**src/rtl/peak_sequencer.sv**
```systemverilog
// Per-channel peak search over a lag-indexed correlation memory.
// Reads each channel's NUM_LAGS samples in order and reports the peak lag and value.
module peak_sequencer #(
  parameter int MAX_LAGS     = 17,
  parameter int NUM_CHANNELS = 3,
  parameter int DATA_WIDTH   = 32,
  parameter int ABS_MODE     = 0,
  localparam int NUM_LAGS    = 2*MAX_LAGS+1,
  localparam int LW          = $clog2(NUM_LAGS),
  localparam int CW          = (NUM_CHANNELS > 1) ? $clog2(NUM_CHANNELS) : 1,
  localparam int PLW         = $clog2(MAX_LAGS+1)+1
) (
  input  logic                         clk,
  input  logic                         rst,
  input  logic                         start,
  input  logic                         abort,
  output logic                         rdEn,
  output logic [LW-1:0]                rdLag,
  output logic [CW-1:0]                rdChannel,
  input  logic signed [DATA_WIDTH-1:0] corrData,
  output logic                         busy,
  output logic                         peakValid,
  output logic [CW-1:0]                peakChannel,
  output logic signed [PLW-1:0]        peakLag,
  output logic [DATA_WIDTH-1:0]        peakValue,
  output logic                         done
);

  typedef enum logic [2:0] {
    IDLE, FETCH, DRAIN, REPORT, DONE
  } state_t;

  localparam logic [LW-1:0] LAST_LAG = LW'(NUM_LAGS-1);
  localparam logic [CW-1:0] LAST_CH  = CW'(NUM_CHANNELS-1);
  localparam logic signed [DATA_WIDTH-1:0] SMIN =
    {1'b1, {(DATA_WIDTH-1){1'b0}}};
  localparam logic signed [DATA_WIDTH-1:0] SMAX =
    {1'b0, {(DATA_WIDTH-1){1'b1}}};

  state_t nxt;
  state_t state;

  logic [LW-1:0] lag;
  logic [LW-1:0] lag_q;
  logic [CW-1:0] chan;
  logic          rd_q;

  logic signed [DATA_WIDTH-1:0] max_v;
  logic signed [DATA_WIDTH-1:0] cand;
  logic signed [DATA_WIDTH-1:0] new_v;
  logic [LW-1:0]                max_i;
  logic [LW-1:0]                new_i;
  logic                         take;
  logic signed [LW:0]           off;

  logic [CW-1:0]                pk_ch;
  logic signed [PLW-1:0]        pk_lag;
  logic [DATA_WIDTH-1:0]        pk_val;

  // Sample arriving now belongs to the lag read on the previous cycle
  always_comb begin
    cand = corrData;
    if (ABS_MODE != 0 && corrData[DATA_WIDTH-1])
      cand = (corrData == SMIN) ? SMAX : -corrData;
    take  = rd_q && ((lag_q == '0) || (cand > max_v));
    new_v = take ? cand  : max_v;
    new_i = take ? lag_q : max_i;
    off   = $signed({1'b0, new_i}) - $signed((LW+1)'(MAX_LAGS));
  end

  always_comb begin
    nxt = state;
    unique case (state)
      IDLE:    if (start) nxt = FETCH;
      FETCH:   if (lag == LAST_LAG) nxt = DRAIN;
      DRAIN:   nxt = REPORT;
      REPORT:  nxt = (chan == LAST_CH) ? DONE : FETCH;
      DONE:    nxt = IDLE;
      default: nxt = IDLE;
    endcase
    if (abort && state != IDLE) nxt = IDLE;
  end

  always_ff @(posedge clk) begin
    if (rst) begin
      state  <= IDLE;
      lag    <= '0;
      lag_q  <= '0;
      chan   <= '0;
      rd_q   <= 1'b0;
      max_v  <= '0;
      max_i  <= '0;
      pk_ch  <= '0;
      pk_lag <= '0;
      pk_val <= '0;
    end else begin
      state <= nxt;
      rd_q  <= (state == FETCH);
      lag_q <= lag;
      max_v <= new_v;
      max_i <= new_i;
      if (state == FETCH && nxt == FETCH)
        lag <= lag + 1'b1;
      else
        lag <= '0;
      if (nxt == IDLE)
        chan <= '0;
      else if (state == REPORT && nxt == FETCH)
        chan <= chan + 1'b1;
      // DRAIN sees the final sample, so latch the result here
      if (state == DRAIN && nxt == REPORT) begin
        pk_ch  <= chan;
        pk_lag <= PLW'(off);
        pk_val <= new_v;
      end
    end
  end

  assign busy        = ~rst & (state != IDLE);
  assign rdEn        = ~rst & (state == FETCH);
  assign peakValid   = ~rst & (state == REPORT);
  assign done        = ~rst & (state == DONE);
  assign rdLag       = rst ? '0 : lag;
  assign rdChannel   = rst ? '0 : chan;
  assign peakChannel = rst ? '0 : pk_ch;
  assign peakLag     = rst ? '0 : pk_lag;
  assign peakValue   = rst ? '0 : pk_val;

endmodule

```
**config.mk**
```make
export PLATFORM = sky130hd
export DESIGN_NAME = peak_sequencer
export DESIGN_NICKNAME = d
export VERILOG_FILES = /design/src/rtl/peak_sequencer.sv
export SDC_FILE = /design/constraint.sdc
export NUM_CORES = 1
export LEC_CHECK = 0
export CORE_ASPECT_RATIO = 1.25
export CORE_MARGIN = 2
export CORE_UTILIZATION = 35
export CTS_BUF_LIST = sky130_fd_sc_hd__clkbuf_2
export DETAILED_ROUTE_END_ITERATION = 7
export SETUP_SLACK_MARGIN = 0.4
export SLEW_MARGIN = 20
export SYNTH_ARGS = -nofsm -noshare
export SYNTH_HDL_FRONTEND = slang
export SYNTH_SLANG_ARGS = --single-unit
```
**constraint.sdc**
```tcl
create_clock -name clk -period 4.1 [get_ports clk]
set_input_delay 0.615 -clock clk [delete_from_list [all_inputs] [get_ports clk]]
set_output_delay 0.615 -clock clk [all_outputs]
set_load 0.01 [all_outputs]
```
After elaboration in Yosys (flattened, before gate mapping)
Cells that the tools add are included.
W data, S select, Z words.
- flip-flop bits (word level): 96
- input port bits: 36
- bitwise logic cells: 6
- order comparisons: 1
- equality and inequality tests: 8
- reduce and logical (&&, ||, !) cells: 12
- $add $sub $neg: 3
- mux-type cells: 12
- operator list (kind ; number):
    $mux W32 ; 2
    $gt A32 B32 Y1 ; 1
    $mux W6 ; 3
    $mux W3 ; 4
    $pmux W3 S4 ; 1
    $eq A3 B2 Y1 const B ; 3
    $add A6 B1 Y6 const B ; 1
    $eq A3 B1 Y1 const B ; 2
    $eq A6 B6 Y1 const B ; 1
    $logic_not A3 Y1 ; 2
    $logic_not A6 Y1 ; 1
    $sub A6 B5 Y6 const B ; 1
    $logic_and A1 B1 Y1 ; 5
    $and A1 B1 Y1 ; 4
    $mux W2 ; 2
    $reduce_or A2 Y1 ; 2
    $eq A3 B3 Y1 const B ; 1
    $reduce_bool A3 Y1 ; 1
    $add A2 B1 Y2 const B ; 1
    $eq A2 B2 Y1 const B ; 1
    $not A1 Y1 ; 2
    $logic_or A1 B1 Y1 ; 1

Depth between registers and ports, before layout
Gate-level depths: netlist of run 1.
- word-level depth: 8
- mapped depth: 17
- depth with buffers taken out: 15

Worst setup path after synthesis of run 1
Ideal clock, no wire load.
- kind: input to register
- start point: input port corrData[14]
- end point: register pk_lag[2]
- slack: 0.716 ns
- setup time: 0.138 ns
- arrival: 3.246 ns
- path buffers: 2
- stages on the path: 15
- data required time: 3.962 ns
- path through: ha_1 nand4_1 nor4_2 a21bo_1 o211ai_1 a31oi_1 xnor2_1 o21ai_1 buf_6 buf_6 mux2i_1 ha_1 or3_1 a21oi_1 a2111oi_2
- longest elaborated chain between the ends: 5
- RTL lines (element ; line ; text):
    start, declared ; 20 ; input logic signed [DATA_WIDTH-1:0] corrData,
    $gt A32 B32 Y1 ; 65 ; take = rd_q && ((lag_q == '0) || (cand > max_v));
    $logic_or A1 B1 Y1 ; 65 ;
    $logic_and A1 B1 Y1 ; 65 ;
    $mux W6 ; 67 ; new_i = take ? lag_q : max_i;
    $sub A6 B5 Y6 ; 68 ; off = $signed({1'b0, new_i}) - $signed((LW+1)'(MAX_LAGS));
    end signal, assigned ; 113 ; pk_lag <= PLW'(off);
    end, declared ; 57 ; logic signed [PLW-1:0] pk_lag;
No other way between the ends.
A chain may end at the register's enable or synchronous reset.

Final worst setup path of run 1
Ends and elaborated chain as after synthesis.

==> run metrics, run 1 <==
clock sinks=96; Avg WL per Cell=13.3 um; H-tree depth=3; Synth Area per Inst=9.05 um^2; Critical Path RT=4.56 ns; arrival time worst endpoint=3.90 ns; I/O Buffers=87; Pleak=2.65 nW; mux share of post-synthesis cell area=8.62%; reg2reg start=max_v[14]$_SDFF_PP0_; most frequent cell after synthesis=dfxtp_1; pwr dens=296 nW/um^2; DRT Wirelength=10.3 mm; VDD IR max=0.139 mV; RSZ-0062 raised after global routing=false; R2R setup slack=0.75 ns; area occupied by multi-input gates=2340 um^2; Crit. End Element=flop; Slew @ Worst Pin=0.802 ns; First DRT Iteration DRCs=149; vias in the first global route=3735; antenna viol nets, final=0; CP max FO=6; vias=3698; Final Hold Viols=0; CTS hold repair buffers=0; CTS root buffer=clkbuf_2; first-pass GRT wire length=17.5 mm; Mapped Nets=590; Cells after Synth=518; Seq pwr share=56.0%; Die H=133 um; # setup viols final=0; Post-Synth XOR/XNOR Area=2.05%; setup TNS=0 ns; largest net degree at the start of global routing=41; hold path depth=1; Post-synth EDFFs=0; Setup CP Type=in -> reg; met1 usage in global routing=19.7%; Final WS setup=0.661 ns; io pins=88; GPL Wtd Cong=0.801; predominant post-synthesis flop cell=dfxtp_1; First-pass DRT Iterations=4; HPWL after DPL=7.45 mm; CP startpoint kind=primary input; hold path endpoint=lag[0]$_SDFF_PP0_; Area contributors post-synth=dfxtp_1, ha_1, mux2i_1; CTS Buffer Depth=2; Placed Cells=760; Filler cells=1324; Sw Pwr=459 uW; met2 GRT Util=24.7%; Clock Latency Late Sink=0.57 ns; synthesized area=4690 um^2; status=finished clean; total CTS buffers=9; largest family of logic cells by synthesized area=simple AND/OR/NAND/NOR gates; Final nets=672; core area=13200 um^2; GR Overflow Total=0; # diodes=0; Synth Area in Adders=9.61%; Final Slew Violations=0; share of cells above drive strength 1=5.45%; sw frac=26.5%; Synth Register Bits=96; worst slack, placed=0.0579 ns; initial core utilization=35.6%; Logic pwr share=13.7%; overall die area=14300 um^2; Max-Cap Viols=0; Critical path origin=corrData[14]; Util after Layout=44.4%; clock share of power=30.3%; Seq/Total Area, Yosys=41.0%; synth-to-layout area growth=24.7%; Tcrit/Tclk final=83.9%; clk slew on worst S/H paths=0.27 ns; Async S/R FF share, synth=0%; initial antenna violation count=0; clock skew=0.0233 ns; CTS tree=done; most frequent cells after synthesis=dfxtp_1, inv_1, nor2_1, nand2b_1, mux2i_1; count of cell types in the netlist=43; FF-to-FF End=pk_lag[2]$_SDFFE_PP0P_; postcts setup bufs=0; area fraction of the dominant cell type after synthesis=41.0%; Sequential Area=1920 um^2; FP Rows=47; Fmax=291 MHz; largest area contributor in the netlist=dfxtp_1; complex-gate fraction of the synthesized area=11.0%; met3 GRT Util=2.64%; worst reg2reg path depth=14; Most Crowded Layer GR=met2; Max-Slew Margin vs Limit=46.4%; YS warnings=0; fin cells=776; Int Pwr=1.27 mW; Total GRT Usage=15.2%; Period minus WS final=3.44 ns; vias per inst=4.77; Hold Path Class=reg -> reg; Hold Startpoint=lag[0]$_SDFF_PP0_; die width=108 um; Simple-Gate Fraction of Synth Area=18.3%; post-cts repair resize count=0; Post-route DRC=0
## critical path, cell delays in order
cell	delay, ns
clkdlybuf4s50_1	0.44
ha_1	0.34
nand4_1	0.22
nor4_2	0.35
a21bo_1	0.23
o211ai_1	0.10
a31oi_1	0.13
xnor2_1	0.32
o21ai_4	0.13
mux2i_1	0.16
ha_1	0.28
or3_1	0.37
a21oi_1	0.17
a2111oi_2	0.05
## per-layer routing
metal / vias to the layer above / wire length (um)
li1: 1896 / -
met4: 0 / 210
met3: 14 / 436
met2: 83 / 4690
met5: - / 0
met1: 1705 / 4960
## flip-flops by register name (all words and copies together) (netlist names)
register / flops
max_v: 32
pk_val: 32
lag: 6
lag_q: 6
max_i: 6
pk_lag: 6
state: 3
chan: 2
pk_ch: 2
rd_q: 1
## worst max-delay path by stage
stage / end / cells past startpoint / slack [ns]
finish: pk_lag[2]$_SDFFE_PP0P_ / 14 / 0.66
detailed placement: pk_val[18]$_SDFFE_PP0P_ / 13 / 0.06
global placement: pk_val[15]$_SDFFE_PP0P_ / 13 / 0.12
floorplan: pk_lag[2]$_SDFFE_PP0P_ / 15 / 0.72
CTS: pk_val[18]$_SDFFE_PP0P_ / 13 / 0.70
global route: pk_val[27]$_SDFFE_PP0P_ / 13 / 0.50
## through the flow
| stage | hold slack (ns) | instance area (um^2) | total power [mW] |
|---|---|---|---|
| floorplan | 0.426 | 4690 | 1.15 |
| finish | 0.483 | 5850 | 1.73 |
| global placement | 0.439 | 5710 | 1.22 |
| detailed placement | 0.451 | 5710 | 1.23 |
| CTS | 0.491 | 5850 | 1.76 |
| global route | 0.509 | 5850 | 1.82 |
## cell type report
class | instances | area share (%)
sequential | 96 | 32.9
multi-input combinational | 322 | 40.1
clock buffer | 9 | 0.770
clock inverter | 7 | 1.65
tap | 171 | 3.66
timing repair buffer | 96 | 16.2
inverter | 75 | 4.81
## cells in the final DEF (no fill, tap or decap), types with 3 or more instances in the layout
cell             count
a21oi_1             19
a22oi_1             37
and4_1               3
buf_4                8
clkbuf_2             9
clkdlybuf4s50_1     86
clkinvlp_4           3
dfxtp_1             96
ha_1                36
inv_1               75
mux2i_1             39
nand2_1             15
nand2b_1            43
nand3_1              7
nand3b_1             3
nand4_1              4
nor2_1              58
nor2b_1              7
nor3_1               4
nor4_1               3
nor4b_1              4
o21ai_0              4
xnor2_1              4
xor2_1               7
## power groups by stage
stage	combinational, mW	clock, mW	sequential [mW]
CTS	0.242	0.544	0.970
finish	0.238	0.525	0.970
global route	0.269	0.581	0.974
floorplan	0.169	0	0.983
global placement	0.236	0	0.987
detailed placement	0.240	0	0.987
## cells by family after synthesis
group,after synthesis
adder cells (fa/ha/maj),36
XOR/XNOR,11
buffers and inverters,100
multiplexers,40
AO/OA/AOI/OAI,75
AND/OR/NAND/NOR,160
flip-flops,96
No activity file was read; power rests on OpenSTA's default activity.
==> run 2, diff against run 1 <==
==> constraint.sdc (replaced) <==
create_clock -name clk -period 2.92 [get_ports clk]
set_input_delay 0.438 -clock clk [delete_from_list [all_inputs] [get_ports clk]]
set_output_delay 0.438 -clock clk [all_outputs]
set_load 0.01 [all_outputs]
==> run metrics, run 2 (synthesis gave the netlist of run 1 again) <==
status=complete, but fails checks; failing checks=setup timing; GPL Wtd Cong=0.836; crit path buf inv count=1; Final Hold Viols=0; CTS root buffer=clkbuf_2; total CTS buffers=9; pwr dens=384 nW/um^2; met2 routed wirelength=5.76 mm; HPWL after DPL=7.69 mm; top layer in use=met4; Top delay family on crit path=compound AO/OA/AOI/OAI gates; Placed Cells=778; # diodes=0; Hold Startpoint=rst; clock sinks=96; reg2reg start=max_v[9]$_SDFF_PP0_; largest registers=max_v x32, pk_val x32; initial antenna violation count=0; most common cell after layout, fill and taps aside=clkdlybuf4s50_1; die width=108 um; DRT Wirelength=11.7 mm; Slew @ Worst Pin=0.548 ns; Critical Path Most Common Cell=ha_4; FP Rows=47; CTS Buffer Depth=2; H-tree depth=3; share of cells above drive strength 1=22.9%; Crit path largest cell delay=0.43 ns; First-pass DRT Iterations=4; Setup CP Type=reg -> reg; Final nets=713; vias=3941; Max-Cap Viols=0; Clock Latency Late Sink=0.54 ns; CP max FO=6; critical path, cell by cell=inv_2 > ha_4 > nand4_1 > nor4_2 > a21bo_1 > o211ai_1 > a31oi_2 > xnor2_2 > o21ai_4 > mux2i_2 > ha_4 > nand2_1 > xor2_1 > mux2i_1 > a22oi_1; M1 WL=5.31 mm; vias in the first global route=3871; # setup viols final=26; largest net degree at the start of global routing=42; core area=13200 um^2; vias per inst=4.82; Tcrit/Tclk final=106%; First DRT Iteration DRCs=142; Die H=133 um; Crit. End Element=flop; Post-route DRC=0; synth-to-layout area growth=46.7%; fin cells=817; first-pass GRT wire length=18.5 mm; Final WS setup=-0.167 ns; Critical Path RT=3.38 ns; VDD IR max=0.212 mV; metal3 WL=504 um; Fmax=324 MHz; most frequent cells in the layout=clkdlybuf4s50_1, dfxtp_1, inv_1; I/O Buffers=87; CP startpoint kind=flop; CTS tree=done; Final Slew Violations=0; Total GRT Usage=16.1%; Critical path origin=max_v[9]$_SDFF_PP0_; Worst path slowest cell=dfxtp_2; overall die area=14300 um^2; Post-Place Cell Area=5930 um^2; Period minus WS final=3.09 ns; arrival time worst endpoint=3.55 ns; Final Cell Area=6880 um^2; GR Overflow Total=0; clock skew=0.0234 ns; Max-Slew Margin vs Limit=62.5%; clk slew on worst S/H paths=0.23 ns; total power draw=2.64 mW; io pins=88; antenna viol nets, final=0; Avg WL per Cell=14.4 um; initial core utilization=35.6%; Hold Path Class=in -> reg; Pleak=2.97 nW; RSZ-0062 raised after global routing=true
-- run 2: cell types whose count changed in the layout (fill, tap and decap cells not counted), sizes merged --
cell,before,now
buf,10,48
clkbuf,9,14
clkinvlp,3,0
clkinv,2,3
-- run 2: final cells by class --
type	count	area, um^2
inverters	75	282
fillers	1246	6290
repair buffers	137	1430
well taps	171	214
flip-flops and latches	96	1950
clock buffers	11	55.1
multi-input cells	322	2870
clock inverters	5	71.3
-- run 2: where the power goes --
group / internal (mW) / switching, mW / total, mW / leakage [nW]
Sequential: 1.35 / 0.0302 / 1.38 / 0.785
Combinational: 0.319 / 0.241 / 0.560 / 2.11
Clock: 0.283 / 0.421 / 0.704 / 0.0787
Total: 1.95 / 0.692 / 2.64 / 2.97
-- run 2: path summary, 6_finish.rpt --
check                           endpoint  slack (ns)  cells after the start
setup / recovery  pk_lag[4]$_SDFFE_PP0P_       -0.17                     15
hold / removal          lag_q[3]$_DFF_P_        0.31                      2
setup reg to reg  pk_lag[4]$_SDFFE_PP0P_       -0.17                     15
hold reg to reg        lag[0]$_SDFF_PP0_        0.50                      1
-- run 2: worst reg2reg max path, cell delays in order, from the launching register on --
cell and delay, ns:
dfxtp_2 0.43, inv_2 0.06, ha_4 0.26, nand4_1 0.09, nor4_2 0.29, a21bo_1 0.24
o211ai_1 0.13, a31oi_2 0.15, xnor2_2 0.18, o21ai_4 0.21, mux2i_2 0.33, ha_4 0.21
nand2_1 0.06, xor2_1 0.14, mux2i_1 0.15, a22oi_1 0.08
-- run 2: layer usage --
layer	track usage [%]	vias up
met3	2.98	14
met4	4.84	0
li1	-	1981
met5	0	-
met2	26.8	88
met1	21.1	1858
-- run 2: metrics by stage --
stage                     TNS, ns  setup WS, ns  hold WS [ns]  util, %
after detailed placement   -38.78        -0.777         0.475     45.0
after global placement     -32.66        -0.693         0.440     45.0
after floorplan            -0.309        -0.168         0.426        -
after CTS                  -0.854        -0.143         0.262     48.2
final                       -1.19        -0.167         0.306     52.2
after global routing       -13.65        -0.376         0.275     52.2
-- run 2: what timing repair did --
action                     4_1_cts  5_1_grt
setup buffers                   10        9
resized for setup               45       68
setup endpoints to repair       77       78
hold buffers                     0        0
gates cloned                     1        3
pin swaps                       16        9
